==> src/rtl/cra_seq_pkg.sv <==
// Shared types for the CRAM address sequencer: address/occupancy typedefs,
// the page-fail trap mask and the decoded per-cycle operation.
package cra_seq_pkg;

    localparam int CRA_ADR_W = 11;
    localparam int CRA_DEPTH = 16;
    localparam int CRA_SP_W  = $clog2(CRA_DEPTH);

    // Bit 0 is the MSB, bit ADR_W-1 the LSB, matching the EBOX drawings.
    typedef logic [0:CRA_ADR_W-1] tCradr;
    typedef logic [CRA_SP_W:0]    tSp;

    // The 1777 trap: every bit but the MSB and the COND_ADR_10 position.
    localparam tCradr FORCE_1777 = 11'b01111111110;

    typedef enum logic [2:0] {
        OP_PLAIN,
        OP_DIAG,
        OP_FORCE,
        OP_CALL,
        OP_RET
    } tSeqOp;

    // Priority: diagnostic load > page-fail force > call > return > plain.
    function automatic tSeqOp seq_decode(input logic diagLoad,
                                         input logic forceTrap,
                                         input logic call,
                                         input logic ret);
        tSeqOp op;
        op = OP_PLAIN;
        if (diagLoad)       op = OP_DIAG;
        else if (forceTrap) op = OP_FORCE;
        else if (call)      op = OP_CALL;
        else if (ret)       op = OP_RET;
        return op;
    endfunction

endpackage

==> src/rtl/cra_lifo.sv <==
// CALL/RETURN stack: occupancy pointer, full/empty status, sticky
// overflow/underflow flags, top-of-stack and indexed diagnostic reads.
module cra_lifo
    import cra_seq_pkg::*;
#(
    parameter int ADR_W = CRA_ADR_W,
    parameter int DEPTH = CRA_DEPTH,
    localparam int SP_W = $clog2(DEPTH)
) (
    input  logic               clk,
    input  logic               RESET,
    input  logic               en,
    input  logic               push,
    input  logic               pop,
    input  logic               clr,
    input  logic [0:ADR_W-1]   din,
    input  logic [SP_W-1:0]    diagIdx,
    output logic [0:ADR_W-1]   top,
    output logic [0:ADR_W-1]   diagData,
    output logic [SP_W:0]      sp,
    output logic               full,
    output logic               empty,
    output logic               overflow,
    output logic               underflow
);

    logic [0:ADR_W-1] mem [DEPTH];
    logic [SP_W-1:0]  topIdx;
    logic             ovfSet;
    logic             unfSet;

    assign full   = (sp == (SP_W+1)'(DEPTH));
    assign empty  = (sp == '0);
    // At sp == DEPTH the low bits wrap to 0, so subtracting 1 lands on DEPTH-1.
    assign topIdx = sp[SP_W-1:0] - SP_W'(1);
    assign top      = empty ? '0 : mem[topIdx];
    assign diagData = mem[diagIdx];

    assign ovfSet = push && full;
    assign unfSet = pop && empty;

    // Stack storage: written on a non-overflowing push; never reset.
    always_ff @(posedge clk) begin
        if (en && push && !full)
            mem[sp[SP_W-1:0]] <= din;
    end

    // Occupancy and sticky error flags; a new error beats a same-cycle clear.
    always_ff @(posedge clk) begin
        if (RESET) begin
            sp        <= '0;
            overflow  <= 1'b0;
            underflow <= 1'b0;
        end else if (en) begin
            if (push && !full)
                sp <= sp + (SP_W+1)'(1);
            else if (pop && !empty)
                sp <= sp - (SP_W+1)'(1);
            overflow  <= ovfSet | (overflow  & ~clr);
            underflow <= unfSet | (underflow & ~clr);
        end
    end

endmodule

==> src/rtl/cra_seq.sv <==
// CRAM address sequencer: decodes the cycle operation, ORs J, trap mask,
// dispatch and COND_ADR_10 into the next address, and drives the return
// stack. The page-fail input is named forceTrap because force is reserved.
module cra_seq
    import cra_seq_pkg::*;
#(
    parameter int ADR_W = CRA_ADR_W,
    parameter int DEPTH = CRA_DEPTH,
    parameter int N_DISP = 8,
    parameter logic [0:ADR_W-1] FORCE_MASK = FORCE_1777,
    localparam int SP_W = $clog2(DEPTH),
    localparam int DSEL_W = $clog2(N_DISP)
) (
    input  logic                      clk,
    input  logic                      RESET,
    input  logic                      en,
    input  logic [0:ADR_W-1]          j,
    input  logic                      condAdr,
    input  logic                      dispEn,
    input  logic [DSEL_W-1:0]         dispSel,
    input  logic [N_DISP*ADR_W-1:0]   dispSrc,
    input  logic                      call,
    input  logic                      ret,
    input  logic                      forceTrap,
    input  logic                      diagLoad,
    input  logic [0:ADR_W-1]          diagAdr,
    input  logic [SP_W-1:0]           diagIdx,
    input  logic                      errClr,
    output logic [0:ADR_W-1]          cradr,
    output logic [0:ADR_W-1]          sbrRet,
    output logic [SP_W:0]             sp,
    output logic                      full,
    output logic                      empty,
    output logic                      overflow,
    output logic                      underflow,
    output logic [0:ADR_W-1]          diagData
);

    tSeqOp            op;
    logic [0:ADR_W-1] disp;
    logic [0:ADR_W-1] base;
    logic [0:ADR_W-1] nextAdr;
    logic [0:ADR_W-1] cradr_p1;
    logic             push;
    logic             pop;

    assign op   = seq_decode(diagLoad, forceTrap, call, ret);
    assign push = (op == OP_FORCE) || (op == OP_CALL);
    assign pop  = (op == OP_RET);

    // Dispatch mux; selects at or beyond N_DISP contribute nothing.
    always_comb begin
        disp = '0;
        if (dispEn) begin
            for (int k = 0; k < N_DISP; k++) begin
                if (dispSel == DSEL_W'(k))
                    disp = dispSrc[k*ADR_W +: ADR_W];
            end
        end
    end

    assign base = j | disp | {{(ADR_W-1){1'b0}}, condAdr};

    // Next-address formation; sbrRet is already 0 when the stack is empty.
    always_comb begin
        nextAdr = base;
        case (op)
            OP_DIAG:  nextAdr = diagAdr;
            OP_FORCE: nextAdr = base | FORCE_MASK;
            OP_RET:   nextAdr = base | sbrRet;
            default:  nextAdr = base;
        endcase
    end

    // ---- stage boundary: CRADR register ----
    always_ff @(posedge clk) begin
        if (RESET)
            cradr_p1 <= '0;
        else if (en)
            cradr_p1 <= nextAdr;
    end

    assign cradr = cradr_p1;

    cra_lifo #(
        .ADR_W (ADR_W),
        .DEPTH (DEPTH)
    ) u_lifo (
        .clk       (clk),
        .RESET     (RESET),
        .en        (en),
        .push      (push),
        .pop       (pop),
        .clr       (errClr),
        .din       (cradr_p1),
        .diagIdx   (diagIdx),
        .top       (sbrRet),
        .diagData  (diagData),
        .sp        (sp),
        .full      (full),
        .empty     (empty),
        .overflow  (overflow),
        .underflow (underflow)
    );

endmodule

==> config.mk <==
export PLATFORM = sky130hd
export DESIGN_NAME = cra_seq
export DESIGN_NICKNAME = d
export VERILOG_FILES = /design/src/rtl/cra_seq_pkg.sv /design/src/rtl/cra_lifo.sv /design/src/rtl/cra_seq.sv
export SDC_FILE = /design/constraint.sdc
export NUM_CORES = 1
export LEC_CHECK = 0
export BUFFER_PORTS_ARGS = -buffer_cell sky130_fd_sc_hd__clkbuf_2
export CAP_MARGIN = 20
export CELL_PAD_IN_SITES_DETAIL_PLACEMENT = 1
export CELL_PAD_IN_SITES_GLOBAL_PLACEMENT = 1
export CORE_UTILIZATION = 34
export DETAILED_ROUTE_END_ITERATION = 10
export PLACE_DENSITY_LB_ADDON = 0.1
export RECOVER_POWER = 25
export SYNTH_ARGS = -nofsm -noshare
export SYNTH_HDL_FRONTEND = slang
export SYNTH_HIERARCHICAL = 1
export SYNTH_SLANG_ARGS = --single-unit
==> constraint.sdc <==
create_clock -name clk -period 3.53 [get_ports clk]
set_input_delay 0.706 -clock clk [delete_from_list [all_inputs] [get_ports clk]]
set_output_delay 0.706 -clock clk [all_outputs]
set_load 0.02 [all_outputs]
# Word level (Yosys, flattened, before mapping)
# Memories as Yosys holds them, arrays and structs flattened.
# Cells that the tools add are included.
# Widths: inputs -> output; s select.
[totals]
register_bits = 18
ramBits = 176
in_bits = 127
out_inout_bits = 42
word_cells = 60
n_memories = 1
[memory_table]
columns = ["memory", "depth", "width", "rd", "rd_ports_with_merged_regs", "write_ports", "line_no", "source"]
rows = [
  ["u_lifo.mem", 16, 11, 2, 0, 1, "cra_lifo.sv:27", "logic [0:ADR_W-1] mem [DEPTH];"],
]
[classes]
add_sub_neg = 3
n_eq_ne = 12
n_mux = 19
n_bitwise = 8
n_reduce_logical = 13
[op_table]
columns = ["cell", "count"]
rows = [
  ["$mux 11", 10],
  ["$pmux 11 s3", 1],
  ["$or 11x11->11", 2],
  ["$eq 3x3->1 const B", 5],
  ["$eq 3x2->1 const B", 4],
  ["$mux 3", 4],
  ["$or 11x1->11", 1],
  ["$mux 5", 2],
  ["$eq 3x1->1 const B", 2],
  ["$logic_and 1x1->1", 6],
  ["$add 5x1->5 const B", 1],
  ["$eq 5x5->1 const B", 1],
  ["$logic_not 5->1", 1],
  ["$sub 5x1->5 const B", 1],
  ["$sub 4x1->4 const B", 1],
  ["$logic_not 3->1", 1],
  ["$and 1x1->1", 2],
  ["$logic_not 1->1", 2],
  ["$mux 1", 2],
  ["$or 1x1->1", 2],
  ["$reduce_and 2->1", 1],
  ["$reduce_bool 2->1", 1],
  ["$logic_or 1x1->1", 1],
  ["$not 1->1", 1],
]

# Longest topological paths before layout
[logic_depth]
word_depth = 14
depth_mapped = 13
ltp_nobuf = 11

# Cells and area by module
# Netlist, hierarchy kept.
[by_module_without_submodules]
columns = ["module", "n_inst", "cells_per_inst", "area_per_inst_um2"]
rows = [
  ["cra_lifo", 1, 445, 8843.5],
  ["cra_seq", 1, 234, 1660.3],
]

# Least setup slack after synthesis
# No wires, ideal clock.
[synth_path]
kind = "flip-flop to output port"
start = "reg u_lifo.sp[0]"
end = "out sbrRet[2] (netlist name)"
t_arrival_ns = 2.504
t_required_ns = 2.824
setup_slack_ns = 0.320
stages_incl_launch_ff = 10
path_cell_list = "dfxtp_1 inv_2 buf_2 ha_1 buf_2 buf_1 mux4_2 nand2_1 a21oi_1 a221o_1"
[synth_between]
elab_chain_len = 3
word_cells_on_any_way = 4
[synth_lines]
columns = ["item", "line_no", "source"]
rows = [
  ["from (decl)", "cra_lifo.sv:20", "output logic [SP_W:0] sp,"],
  ["from (signal assigned)", "cra_lifo.sv:56", "sp <= sp + (SP_W+1)'(1);"],
  ["from (signal assigned)", "cra_lifo.sv:58", "sp <= sp - (SP_W+1)'(1);"],
  ["$sub 4x1->4", "cra_lifo.sv:35", "assign topIdx = sp[SP_W-1:0] - SP_W'(1);"],
  ["named net u_lifo.topIdx[0]", "cra_lifo.sv:28", "logic [SP_W-1:0] topIdx;"],
  ["$mem_v2 16x11", "-", ""],
  ["$mux 11", "cra_lifo.sv:36", "assign top = empty ? '0 : mem[topIdx];"],
  ["to (decl)", "cra_seq.sv:30", "output logic [0:ADR_W-1] sbrRet,"],
]
# The timed path passes the listed nets, and every way through them passes these cells.

# Final worst setup path
[layout_path]
start = "reg u_lifo.sp[0]"
end = "out sbrRet[6] (netlist name)"
[layout_between]
elab_chain_len = 3
word_cells_on_any_way = 4
[layout_lines]
columns = ["item", "line_no"]
rows = [
  ["$sub 4x1->4", "cra_lifo.sv:35"],
  ["$mem_v2 16x11", "-"],
  ["$mux 11 (*)", "cra_lifo.sv:36"],
]
# Every way passes the cells marked *; elsewhere a longest branch is shown, timed or not.

==> impl_metrics.yaml <==
logic_synthesis:
  synthesized_area_fraction_occupied_by_ao_oa_aoi_and_oai_cells: 0.0871
  netlist_area_um2: 10500
  synth_ff_type: "sky130_fd_sc_hd__edfxtp_1"
  postSynthAreaPerCell_um2: 15.5
  postSynthNetCount: 814
  synth_simple_gate_area_share: 0.0681
  synth.yosys.seq_area_share: 0.537
  synth_edf_count: 176
  synth_top_family_by_area: "multiplexers"
  distinct_cell_type_count_after_synthesis: 57
  yosys.area_share.xor_xnor: 0.00322
  yosys_warnings: 6
  post_synth_arst_share: 0
  synth_adder_area_share: 0.00953
  synthesis.instances: 679
  yosys-mux-area-fraction: 0.260
  number_of_synthesized_register_bits: 194
critical_path:
  worst_ep_arrival_ns: 2.71
  r2r.worst_path.cells: 9
  cp_cell_sequence: "buf_6 -> mux4_1 -> nand2_1 -> a21oi_1 -> a221o_1 -> clkbuf_2"
  max_stage_delay_ns: 0.69
  critical_path_end_type: "output pin"
  timing.rr.end: "cradr[3]"
  cpMaxStageDelayCell: "sky130_fd_sc_hd__mux4_1"
  data_required_time_at_the_worst_endpoint_ns: 2.82
  setup.worst_path.class: "register to output pin"
  reg2reg_setup_slack_ns: 0.80
  setup.worst_path.start_class: "register"
  reg2reg_start: "u_lifo/sp[0]"
  timing.critical_path.max_delay_family: "multiplexers"
  critical_path.n_buffers_inverters: 2
  worst-path-max-fanout: 29
clock_tree:
  postCtsResizedCells: 3
  worst_skew_pair.late_latency_ns: 0.45
  total_number_of_h_tree_levels: 4
  cts-buffers-inserted: 17
  clk_transition_reported_paths_ns: 0.08
  clock_sink_count: 194
  cts_tree: "built"
  post-cts-setup-buffer-count: 0
  clockRootBuffer: "sky130_fd_sc_hd__clkbuf_16"
  cts_max_path_buffers: 2
  cts_hold_buf: 0
timing:
  layout_min_cycle_time_ns: 3.42
  max_slew.worst_pin.slew_ns: 0.993
  finalHoldViolCount: 0
  final_cycle_utilization_of_the_critical_path: 0.968
  setup-violations-final: 0
  worst_clock_skew_ns: 0.0163
  fmax_mhz: 293
  max_slew_margin: 0.337
  final_max_slew_viol_count: 0
  rsz0062_at_grt: "false"
  fin_setup_tns_ns: 0
worst_hold_path:
  worst_hold_startpoint: "u_lifo/underflow"
  hold_path_class: "register to register"
  hold_path_end: "u_lifo/underflow"
  hold_path_depth: 2
global_routing:
  grt_util_all_layers: 0.219
  grt_pass1_vias: 7580
  grt_overflow_total: 0
  grt_pass1_wl_um: 49700
  grt_antenna_before_repair: 0
  grt_start_max_net_pins: 45
drt:
  drt_drc: 0
  postRouteWirelength_um: 33800
  ant_nets: 0
  post_drt_via_cell_ratio: 5.83
  dr_total_vias: 7340
  detailedRoute.firstIterationViolations: 474
  drt-pass1-iter-count: 5
  routed_length_per_placed_instance_um: 26.8
placement:
  dpl.hpwl_um: 24200
  gp_congestion: 0.878
  buffer_ports.inserted: 168
floorplan:
  fp.dieW_um: 178
  placeableCoreArea_um2: 30000
  die_area_um2: 31600
  die_h_um: 178
  core.rowCount: 63
  ioPinCount: 169
  initial_core_util: 0.350
cells_and_area:
  leading_cell_type_in_the_layout_fill_and_taps_excluded: "sky130_fd_sc_hd__edfxtp_1"
  post_route_cells_drive_above_1_share: 0.357
  finalCoreUtilization: 0.414
  fin_nets: 992
  most-common-layout-cells: "176 x sky130_fd_sc_hd__edfxtp_1, 168 x sky130_fd_sc_hd__clkbuf_2, 70 x sky130_fd_sc_hd__a21oi_1, 61 x sky130_fd_sc_hd__mux4_2, 38 x sky130_fd_sc_hd__mux4_1"
  n_antenna_cell: 0
  syn2layout_area_growth_pct: 18.3
outcome:
  run_status: "finished, final reports clean"
power:
  worst_vdd_rail_ir_drop_v: 0.000338
  leakagePower_nw: 4.55
  power_density_nw_per_um2: 470
flow_run:
  timing.max_cap.violations: 0
-- cell usage after synthesis, types with 2 or more instances --
library cell                count  share of area
sky130_fd_sc_hd__o21ai_0       13         0.0062
sky130_fd_sc_hd__xnor2_1        2         0.0017
sky130_fd_sc_hd__or2_1          9         0.0054
sky130_fd_sc_hd__o21bai_1       2         0.0014
sky130_fd_sc_hd__o221ai_1       2         0.0017
sky130_fd_sc_hd__ha_1           8         0.0095
sky130_fd_sc_hd__o211ai_1       5         0.0036
sky130_fd_sc_hd__buf_6         10          0.011
sky130_fd_sc_hd__a2111oi_0      2         0.0017
sky130_fd_sc_hd__a21oi_1       70          0.033
sky130_fd_sc_hd__nand3_1        4         0.0019
sky130_fd_sc_hd__mux2i_1       25          0.024
sky130_fd_sc_hd__nand2b_1      11         0.0066
sky130_fd_sc_hd__buf_1          5         0.0018
sky130_fd_sc_hd__mux4_1        38          0.095
sky130_fd_sc_hd__nor2_1        33          0.012
sky130_fd_sc_hd__clkbuf_1       9         0.0032
sky130_fd_sc_hd__or4b_1         2         0.0019
sky130_fd_sc_hd__mux2_2         2         0.0021
sky130_fd_sc_hd__and3_1         2         0.0012
sky130_fd_sc_hd__a221o_1       11          0.010
sky130_fd_sc_hd__mux2_1         8         0.0086
sky130_fd_sc_hd__inv_1         12         0.0043
sky130_fd_sc_hd__o22ai_1       23          0.014
sky130_fd_sc_hd__nand2_1       35          0.013
sky130_fd_sc_hd__mux4_2        61           0.13
sky130_fd_sc_hd__nand3b_1       9         0.0064
sky130_fd_sc_hd__dfxtp_1       18          0.034
sky130_fd_sc_hd__o311ai_0       2         0.0017
sky130_fd_sc_hd__buf_4          8         0.0057
sky130_fd_sc_hd__o21ai_1        4         0.0019
sky130_fd_sc_hd__nor2b_1        5         0.0030
sky130_fd_sc_hd__buf_2         17         0.0081
sky130_fd_sc_hd__nor3_2         2         0.0019
sky130_fd_sc_hd__edfxtp_1     176           0.50
sky130_fd_sc_hd__o311a_1        2         0.0019
sky130_fd_sc_hd__nor3_1        12         0.0057
-- state kept, by name, indices dropped and copies added, names as in the netlist --
| name | cells |
|---|---|
| u_lifo/underflow | 1 |
| u_lifo/sp | 5 |
| u_lifo/mem | 176 |
| cradr | 11 |
| u_lifo/overflow | 1 |
-- cell families after synthesis --
family / Yosys count
flops: 194
compound gates: 145
mux: 134
simple gates: 133
buf+inv: 62
fa+ha+maj: 8
xor+xnor: 3
-- how the worst max path moves through the flow --
stage / start / end / slack, ns / cells after the start
floorplan: u_lifo/sp[0] / sbrRet[2] / 0.32 / 9
global placement: diagIdx[0] / diagData[8] / 0.31 / 5
detailed placement: diagIdx[0] / diagData[8] / 0.31 / 5
CTS: u_lifo/sp[0] / sbrRet[6] / 0.09 / 8
global route: u_lifo/sp[0] / sbrRet[6] / 0.01 / 8
finish: u_lifo/sp[0] / sbrRet[6] / 0.11 / 6
-- routing by layer --
metal	vias to the layer above	wire (um)	track usage
met3	32	2170	0.0431
met2	306	15800	0.350
met5	-	0	0
met4	0	744	0.0684
li1	3177	-	-
met1	3825	15100	0.300
-- final cells by class --
class,count,area (um2)
well taps,390,488
multi-input cells,423,4510
clock buffers,17,425
repair buffers,208,1170
clock inverters,15,146
fillers,3096,17600
flip-flops and latches,194,5650
inverters,13,48.8
-- power by group --
part / internal [W] / total [W] / switching, W / leakage (nW)
logic: 0.000521 / 0.00129 / 0.000767 / 2.50
registers: 0.00257 / 0.00264 / 0.0000719 / 1.77
clock network: 0.000995 / 0.00191 / 0.000920 / 0.281
-- worst reg2reg max path, stage by stage, from the launching register on --
cell                      delay [ns]
sky130_fd_sc_hd__dfxtp_2        0.42
sky130_fd_sc_hd__buf_6          0.38
sky130_fd_sc_hd__mux4_1         0.67
sky130_fd_sc_hd__nand2_1        0.15
sky130_fd_sc_hd__a21oi_1        0.10
sky130_fd_sc_hd__a221o_1        0.32
sky130_fd_sc_hd__a21oi_1        0.24
sky130_fd_sc_hd__o21ai_0        0.12
sky130_fd_sc_hd__a21oi_1        0.15
sky130_fd_sc_hd__nor3_1         0.06
-- through the flow --
step	instance area [um2]	setup slack, ns	hold slack [ns]	cells	power (W)
finish	12400	0.113	0.503	1260	0.00584
global placement	11900	0.315	0.476	1228	0.00397
global route	12400	0.0125	0.549	1260	0.00606
CTS	12400	0.0914	0.506	1260	0.00591
floorplan	10500	0.320	0.580	679	0.00347
detailed placement	11900	0.309	0.483	1228	0.00398
Power figures use the tool's default switching activity.
